==> config.mk <==
export PLATFORM = sky130hd
export DESIGN_NAME = block_accumulator_flat
export DESIGN_NICKNAME = d
export VERILOG_FILES = /design/src/rtl/block_accumulator_pkg.sv /design/src/rtl/block_accumulator_if.sv /design/src/rtl/block_accumulator_reduce_datapath.sv /design/src/rtl/block_accumulator.sv /design/src/flat_wrapper.sv
export SDC_FILE = /design/constraint.sdc
export NUM_CORES = 1
export LEC_CHECK = 0
export CORE_MARGIN = 4
export CORE_UTILIZATION = 40
export DETAILED_ROUTE_END_ITERATION = 12
export PLACE_DENSITY_LB_ADDON = 0.3
export SYNTH_ARGS = -nofsm -noshare
export SYNTH_HDL_FRONTEND = slang
export SYNTH_SLANG_ARGS = --single-unit
==> constraint.sdc <==
create_clock -name clk -period 3.95 [get_ports clk]
set_input_delay 0.5925 -clock clk [delete_from_list [all_inputs] [get_ports clk]]
set_output_delay 0.5925 -clock clk [all_outputs]
set_load 0.1 [all_outputs]
==> src/rtl/block_accumulator_pkg.sv <==
// Shared definitions for the block reduction path: state encoding and
// default geometry, also consumed by the multiplier stage.
package block_accumulator_pkg;

   localparam int DEF_LOGDEPTH = 6;
   localparam int DEF_WIDTH    = 32;
   localparam int DEF_TIMEOUT  = 16;

   typedef enum logic [1:0] {
      IDLE  = 2'd0,
      REQ   = 2'd1,
      ACCUM = 2'd2,
      DONE  = 2'd3
   } acc_state_e;

endpackage

==> src/rtl/block_accumulator_if.sv <==
// Handshake and result bundle between the accumulator, the block-stream
// producer and the result consumer. The accumulator sits on the slave side.
interface block_accumulator_if #(
   parameter int LOGDEPTH = block_accumulator_pkg::DEF_LOGDEPTH,
   parameter int WIDTH    = block_accumulator_pkg::DEF_WIDTH
);
   logic                  start;
   logic                  busy;
   logic                  EN_blockRead;
   logic                  VALID_memVal;
   logic [WIDTH-1:0]      memVal_data;
   logic [WIDTH+LOGDEPTH-1:0] sum_out;
   logic [WIDTH-1:0]      max_out;
   logic [LOGDEPTH:0]     count_out;
   logic                  result_valid;
   logic                  result_ready;
   logic                  err_short;

   modport slave (
      input  start, VALID_memVal, memVal_data, result_ready,
      output busy, EN_blockRead, sum_out, max_out, count_out,
             result_valid, err_short
   );

   modport master (
      output start, VALID_memVal, memVal_data, result_ready,
      input  busy, EN_blockRead, sum_out, max_out, count_out,
             result_valid, err_short
   );
endinterface

==> src/rtl/block_accumulator_reduce_datapath.sv <==
// Sum / max / count registers for one block. clear wins over accept so a
// fresh block always starts from zero.
module reduce_datapath #(
   parameter int LOGDEPTH = block_accumulator_pkg::DEF_LOGDEPTH,
   parameter int WIDTH    = block_accumulator_pkg::DEF_WIDTH
) (
   input  logic                      clk,
   input  logic                      rst,
   input  logic                      clear,
   input  logic                      accept,
   input  logic [WIDTH-1:0]          data,
   output logic [WIDTH+LOGDEPTH-1:0] sum,
   output logic [WIDTH-1:0]          max,
   output logic [LOGDEPTH:0]         count
);

   // Accumulate accepted words; the extra LOGDEPTH sum bits absorb N words.
   always_ff @(posedge clk) begin
      if (rst || clear) begin
         sum   <= '0;
         max   <= '0;
         count <= '0;
      end else if (accept) begin
         sum   <= sum + {{LOGDEPTH{1'b0}}, data};
         if (data > max)
            max <= data;
         count <= count + 1'b1;
      end
   end

endmodule

==> src/rtl/block_accumulator.sv <==
// Block accumulator: requests one block stream, reduces it to sum/max/count,
// and holds the result until the consumer takes it. A stream that stalls for
// TIMEOUT cycles ends the block early with err_short.
module block_accumulator
   import block_accumulator_pkg::*;
#(
   parameter int LOGDEPTH = DEF_LOGDEPTH,
   parameter int WIDTH    = DEF_WIDTH,
   parameter int TIMEOUT  = DEF_TIMEOUT
) (
   input  logic                clk,
   input  logic                rst,
   block_accumulator_if.slave  bus
);

   localparam int N  = 1 << LOGDEPTH;
   localparam int CW = LOGDEPTH + 1;
   localparam int IW = $clog2(TIMEOUT + 1);

   acc_state_e state, next_state;

   logic                      clear, accept;
   logic                      idle_clr, idle_inc, set_err;
   logic [IW-1:0]             idle_cnt;
   logic                      busy_q, en_q, rv_q, err_q;
   logic [WIDTH+LOGDEPTH-1:0] sum;
   logic [WIDTH-1:0]          max;
   logic [CW-1:0]             count;

   // State register.
   always_ff @(posedge clk) begin
      if (rst)
         state <= IDLE;
      else
         state <= next_state;
   end

   // Next-state and datapath control. The final accept and the timeout both
   // leave ACCUM on the same edge, so nothing past word N is ever taken.
   always_comb begin
      next_state = state;
      clear      = 1'b0;
      accept     = 1'b0;
      idle_clr   = 1'b0;
      idle_inc   = 1'b0;
      set_err    = 1'b0;
      case (state)
         IDLE: begin
            if (bus.start) begin
               clear      = 1'b1;
               next_state = REQ;
            end
         end
         REQ: begin
            next_state = ACCUM;
         end
         ACCUM: begin
            if (bus.VALID_memVal) begin
               accept   = 1'b1;
               idle_clr = 1'b1;
               if (count == CW'(N - 1))
                  next_state = DONE;
            end else if (idle_cnt == IW'(TIMEOUT - 1)) begin
               set_err    = 1'b1;
               next_state = DONE;
            end else begin
               idle_inc = 1'b1;
            end
         end
         DONE: begin
            if (bus.result_ready)
               next_state = IDLE;
         end
         default: next_state = IDLE;
      endcase
   end

   // Consecutive idle-cycle counter inside ACCUM.
   always_ff @(posedge clk) begin
      if (rst || clear || idle_clr)
         idle_cnt <= '0;
      else if (idle_inc)
         idle_cnt <= idle_cnt + 1'b1;
   end

   // Status outputs registered from the next state so they line up with it.
   always_ff @(posedge clk) begin
      if (rst) begin
         busy_q <= 1'b0;
         en_q   <= 1'b0;
         rv_q   <= 1'b0;
      end else begin
         busy_q <= (next_state != IDLE);
         en_q   <= (next_state == REQ);
         rv_q   <= (next_state == DONE);
      end
   end

   // Short-block flag; cleared when a new block starts.
   always_ff @(posedge clk) begin
      if (rst || clear)
         err_q <= 1'b0;
      else if (set_err)
         err_q <= 1'b1;
   end

   reduce_datapath #(
      .LOGDEPTH (LOGDEPTH),
      .WIDTH    (WIDTH)
   ) u_datapath (
      .clk    (clk),
      .rst    (rst),
      .clear  (clear),
      .accept (accept),
      .data   (bus.memVal_data),
      .sum    (sum),
      .max    (max),
      .count  (count)
   );

   assign bus.busy         = busy_q;
   assign bus.EN_blockRead = en_q;
   assign bus.result_valid = rv_q;
   assign bus.err_short    = err_q;
   assign bus.sum_out      = sum;
   assign bus.max_out      = max;
   assign bus.count_out    = count;

endmodule

==> src/flat_wrapper.sv <==
// flat-port wrapper written by rule: the top's interface ports become plain ports
module block_accumulator_flat import block_accumulator_pkg::*;
#(
   parameter int LOGDEPTH = DEF_LOGDEPTH,
   parameter int WIDTH    = DEF_WIDTH,
   parameter int TIMEOUT  = DEF_TIMEOUT
)
  (clk, rst, bus_start, bus_VALID_memVal, bus_memVal_data, bus_result_ready, bus_busy, bus_EN_blockRead, bus_sum_out, bus_max_out, bus_count_out, bus_result_valid, bus_err_short);
  block_accumulator_if #(.LOGDEPTH(LOGDEPTH), .WIDTH(WIDTH)) bus_i ();
  input  logic clk;
  input  logic rst;
  input wire logic [$bits(bus_i.start)-1:0] bus_start;
  input wire logic [$bits(bus_i.VALID_memVal)-1:0] bus_VALID_memVal;
  input wire logic [$bits(bus_i.memVal_data)-1:0] bus_memVal_data;
  input wire logic [$bits(bus_i.result_ready)-1:0] bus_result_ready;
  output wire logic [$bits(bus_i.busy)-1:0] bus_busy;
  output wire logic [$bits(bus_i.EN_blockRead)-1:0] bus_EN_blockRead;
  output wire logic [$bits(bus_i.sum_out)-1:0] bus_sum_out;
  output wire logic [$bits(bus_i.max_out)-1:0] bus_max_out;
  output wire logic [$bits(bus_i.count_out)-1:0] bus_count_out;
  output wire logic [$bits(bus_i.result_valid)-1:0] bus_result_valid;
  output wire logic [$bits(bus_i.err_short)-1:0] bus_err_short;
  assign bus_i.start = bus_start;
  assign bus_i.VALID_memVal = bus_VALID_memVal;
  assign bus_i.memVal_data = bus_memVal_data;
  assign bus_i.result_ready = bus_result_ready;
  assign bus_busy = bus_i.busy;
  assign bus_EN_blockRead = bus_i.EN_blockRead;
  assign bus_sum_out = bus_i.sum_out;
  assign bus_max_out = bus_i.max_out;
  assign bus_count_out = bus_i.count_out;
  assign bus_result_valid = bus_i.result_valid;
  assign bus_err_short = bus_i.err_short;
  block_accumulator #(.LOGDEPTH(LOGDEPTH), .WIDTH(WIDTH), .TIMEOUT(TIMEOUT)) u_core (.clk(clk), .rst(rst), .bus(bus_i));
endmodule
# After elaboration in Yosys (flattened, before gate mapping)
# Index checks and enable logic that the tools add are counted.
word_totals:
  regBits: 88
  in_bits: 37
  out_inout_bits: 81
classes:
  add_sub_neg: 3
  order_cmp: 1
  eq_ne: 7
  mux: 16
  n_reduce_logical: 5
op_table:
  columns: ["op", "n"]
  rows:
  - ["$add 38x32->38", 1]
  - ["$gt 32x32->1", 1]
  - ["$mux 1", 10]
  - ["$mux 2", 5]
  - ["$pmux 2 s4", 1]
  - ["$add 7x1->7 const B", 1]
  - ["$eq 7x6->1 const B", 1]
  - ["$eq 2x2->1 const B", 3]
  - ["$add 5x1->5 const B", 1]
  - ["$eq 5x4->1 const B", 1]
  - ["$eq 2x1->1 const B", 2]
  - ["$logic_not 2->1", 1]
  - ["$logic_or 1x1->1", 2]
  - ["$reduce_and 2->1", 1]
  - ["$reduce_bool 2->1", 1]

# Depth between registers and ports, before layout
depth:
  word_depth: 5
  ltp_mapped: 11

# Cells and area by module
# A second synthesis with hierarchy kept.
unflattened:
  hier_cells: 704
  hier_area_um2: 5754.3
by_module_without_submodules:
  columns: ["module", "n_inst", "cells_each", "area_per_inst_um2", "seq_area_each_um2"]
  rows:
  - ["reduce_datapath", 1, 649, 5243.8, 1541.5]
  - ["block_accumulator", 1, 55, 510.5, 220.2]

# Worst setup path before layout
# OpenSTA, ideal clock, no wires.
synth_path:
  path_type: "register to register"
  startpoint: "reg u_core.u_datapath.sum[0]"
  endpoint: "reg u_core.u_datapath.sum[30]"
  setup_time_ns: 0.120
  t_arrival_ns: 2.996
  setup_slack_ns: 0.834
  stages_incl_launch_ff: 11
  path_buffers: 0
  period_less_slack_ns: 3.116
  path_cell_list: "dfxtp_1 > ha_1 > inv_1 > fa_1 > nor2b_1 > o2111ai_1 > a21oi_1 > o31ai_4 > a21oi_2 > a41oi_1 > a211o_1"
synth_via:
  elab_chain_cells: 1
synth_rtl:
  columns: ["element", "line", "text"]
  rows:
  - ["start: declaration", "block_accumulator_reduce_datapath.sv:12", "output logic [WIDTH+LOGDEPTH-1:0] sum,"]
  - ["start signal: assignment", "block_accumulator_reduce_datapath.sv:24", "sum <= sum + {{LOGDEPTH{1'b0}}, data};"]
  - ["$add 38x32->38", "block_accumulator_reduce_datapath.sv:24", null]
# Every way passes these cells.
# A chain may end at the register's enable or synchronous reset.

# Final worst setup path
layout_path:
  startpoint: "in bus_memVal_data[30]"
  endpoint: "reg u_core.u_datapath.max[27]"
layout_via:
  elab_chain_cells: 2
layout_rtl:
  columns: ["element", "line", "text"]
  rows:
  - ["start: declaration", "flat_wrapper.sv:14", "input wire logic [$bits(bus_i.memVal_data)-1:0] bus_memVal_data;"]
  - ["$gt 32x32->1", "block_accumulator_reduce_datapath.sv:25", "if (data > max)"]
  - ["$reduce_and 2->1 (no line)", null, null]
  - ["end signal: assignment", "block_accumulator_reduce_datapath.sv:26", "max <= data;"]
  - ["end: declaration", "block_accumulator_reduce_datapath.sv:13", "output logic [WIDTH-1:0] max,"]
# Every way passes these cells.

==> qor.yml <==
synth-simple-area-share_pct: 20.4
dr.pass1.iters: 5
timing.setup.tns_ns: 0
finClkSkew_ns: 0.00758
fill_cells: 1432
grt_pass1_wl_mm: 27.0
cts.sinks: 88
hold_class: "flop to flop"
p_per_area_nw_per_um2: 294
cts_tree: "built"
synth.yosys.seq_area_share_pct: 29.4
setup.worst_path.class: "input port to flop"
pwr-share-clk_pct: 38.1
die_x_um: 130
cp_slowest_cell: "or4_4"
critPathLaunchType: "input port"
cts.clk_slew.worst_paths_ns: 0.06
ctsHoldBuffers: 0
fmax_mhz: 314
io_buffers: 117
yosysUniqueCellTypes: 58
slowest_delay_ns: 0.57
wl_mm: 16.7
crit_fanout: 25
register_area_um2: 1760
ctsResizeCount: 0
slew_viol_final: 0
critPathRequiredTime_ns: 4.17
numCtsBuffers: 9
power.share.switching_pct: 30.4
gp_congestion: 0.878
synth_top_family_by_area: "compound AO/OA/AOI/OAI gates"
peakVddDrop_mv: 0.186
antenna_cells: 0
syn_area_um2: 5980
min_period_ns: 3.19
post-cts-setup-buffers: 0
synthMuxAreaShare_pct: 1.51
pwr-share-comb_pct: 21.0
cp_cell_sequence: "clkdlybuf4s50_1 -> ha_1 -> nand4_1 -> nor4_1 -> inv_1 -> or4_4 -> nor2_1 -> nor2_2 -> buf_4 -> nand3_1 -> a21oi_2"
synth_edf_count: 0
synth_xor_area_share_pct: 4.24
grt_max_degree: 29
slew_headroom_pct: 28.2
dp_cells: 1029
yosysWarnings: 0
synthAdderAreaFrac_pct: 14.3
cts_root_buffer: "clkbuf_16"
vias: 5665
drive_above_1_share_pct: 8.72
switching_power_uw: 684
avgSynthCellArea_um2: 8.05
total_power_mw: 2.25
htreeDepth: 3
synthArstFlopShare_pct: 0
power.leakage_nw: 2.91
wl_per_cell_um: 16.0
syn_nets: 848
intPower_mw: 1.56
drt-vias-per-instance: 5.43
antenna_left: 0
grt_pass1_vias: 5267
worstMarginPinSlew_ns: 1.08
path_buf_inv: 3
antenna_found_initial: 0
fin_cells: 1044
track_usage_pct: 19.9
syn2layout_area_growth_pct: 27.9
synth_flop_cell: "dfxtp_1"
post-place-ws_ns: 0.449
drv_cap: 0
fp.dieH_um: 130
overflow: 0
dp_hpwl_mm: 12.6
synth_seq_cells: 88
period_share_pct: 80.7
rsz0062_at_grt: "false"
ios: 118
fin_ws_ns: 0.763
synth_compound_area_share_pct: 25.1
clk_latency_ns: 0.35
hold_viol: 0
coreArea_um2: 14600
end_kind: "flop"
synthCells: 743
crit_arrival_ns: 3.41
p_seq_share_pct: 40.9
drc: 0
crit_family: "simple AND/OR/NAND/NOR gates"
rows: 44
status: "complete, no violations"
dieArea_um2: 17000
multiInputGateArea_um2: 3930
setup_violations: 0
fin_nets: 961
drt_iter0_markers: 355
max-clock-path-buffers: 2
initial_core_util_pct: 41.0
worst paths after layout:
| kind | from | end | slack (ns) | cells past startpoint |
|---|---|---|---|---|
| setup reg to reg | u_core.u_datapath.max[31] | u_core.u_datapath.max[27] | 1.20 | 11 |
| setup / recovery | bus_memVal_data[30] | u_core.u_datapath.max[27] | 0.76 | 11 |
| hold / removal | u_core.u_datapath.sum[28] | u_core.u_datapath.sum[28] | 0.47 | 2 |
| hold reg to reg | u_core.u_datapath.sum[28] | u_core.u_datapath.sum[28] | 0.47 | 2 |
through the flow:
step	utilization, %	hold WS, ns	instance area [um2]
6_report	52.5	0.465	7660
2_1_floorplan	-	0.472	5980
3_5_place_dp	50.5	0.461	7370
3_3_place_gp	50.5	0.454	7370
4_1_cts	52.5	0.470	7660
5_1_grt	52.5	0.482	7660
worst reg2reg max path: cells and delay by family (launching register included):
family	cells	cell delay (ns)
fa+ha+maj	1	0.30
simple gates	6	1.44
buf+inv	3	0.45
compound gates	1	0.05
flops	1	0.39
Yosys cell counts (3+ instances only):
cell type,number,area share (%)
a211oi_1,3,0.38
a21o_1,30,3.8
a21oi_1,65,5.4
a21oi_2,31,4.5
a311oi_1,3,0.44
a31oi_1,4,0.42
and2_1,4,0.42
and3_1,11,1.1
and4_1,5,0.73
buf_1,3,0.19
buf_2,4,0.33
buf_6,3,0.56
clkbuf_1,20,1.3
dfxtp_1,88,29
ha_1,67,14
inv_1,43,2.7
mux2i_1,9,1.5
nand2_1,82,5.1
nand2b_1,7,0.73
nand3_1,44,3.7
nand3b_1,5,0.63
nand4_1,17,1.8
nor2_1,36,2.3
nor2b_1,4,0.42
nor3_1,10,0.84
nor4_1,5,0.52
o2111ai_1,3,0.44
o21a_1,5,0.63
o21ai_0,29,2.4
o21ai_1,34,2.8
or2_2,3,0.31
or3_1,6,0.63
xnor2_1,11,1.6
xor2_1,18,2.6
kinds of logic (layout without fill, tap and decap cells):
logic type	after synthesis	after routing
DFF	88	88
and+or+nand+nor	247	247
buffers and inverters	73	190
muxes	9	9
adders and majority gates	68	68
AOI/OAI and AO/OA	229	229
xor gates and xnor gates	29	29
cell type report:
type                       count  area share [%]
multi-input combinational    582            51.3
sequential                    88            23.0
timing repair buffer         132            16.8
clock buffer                  12            3.22
tap                          184            3.01
inverter                      43            2.11
clock inverter                 3           0.556
sequential cells by signal, indices dropped and copies added, names as in the netlist:
register / count
u_core.idle_cnt: 5
u_core.bus.result_valid: 1
u_core.bus.busy: 1
u_core.bus.err_short: 1
u_core.bus.EN_blockRead: 1
u_core.u_datapath.count: 7
u_core.u_datapath.max: 32
u_core.u_datapath.sum: 38
u_core.state: 2
layout by cell type (no fill, tap or decap), drive strengths merged, types with 3 or more instances in the layout:
master / synthesis / final
o2111ai: 3 / 3
and2: 4 / 4
a21o: 30 / 30
nor3: 10 / 10
xor2: 18 / 18
inv: 43 / 43
a21oi: 96 / 96
nor4: 5 / 5
o21ai: 64 / 64
or2: 3 / 3
nand2b: 7 / 7
a211oi: 4 / 4
or3: 6 / 6
and4: 5 / 5
a311oi: 4 / 4
nor2: 36 / 36
mux2i: 9 / 9
nand3: 44 / 44
buf: 10 / 15
nand2: 82 / 82
o21a: 5 / 5
clkdlybuf4s50: 0 / 117
a31oi: 4 / 4
dfxtp: 88 / 88
nand3b: 5 / 5
clkbuf: 20 / 12
xnor2: 11 / 11
ha: 67 / 67
or4: 3 / 3
and3: 11 / 11
nand4: 17 / 17
o31ai: 3 / 3
nor2b: 4 / 4
per-layer routing:
layer | vias up | track usage (%) | routed length [um]
met5 | - | 0 | 0
met4 | 0 | 5.99 | 311
met3 | 25 | 4.22 | 934
met2 | 146 | 31.4 | 7600
met1 | 2573 | 27.4 | 7880
li1 | 2921 | - | -
power by group through the flow:
stage / registers (mW) / clock network [mW] / logic, mW
floorplan: 1.03 / 0 / 0.222
global placement: 0.938 / 0 / 0.465
detailed placement: 0.938 / 0 / 0.469
CTS: 0.918 / 0.875 / 0.472
global route: 0.920 / 0.922 / 0.513
finish: 0.919 / 0.858 / 0.472
Note: power is estimated with default switching activity, not from simulation.
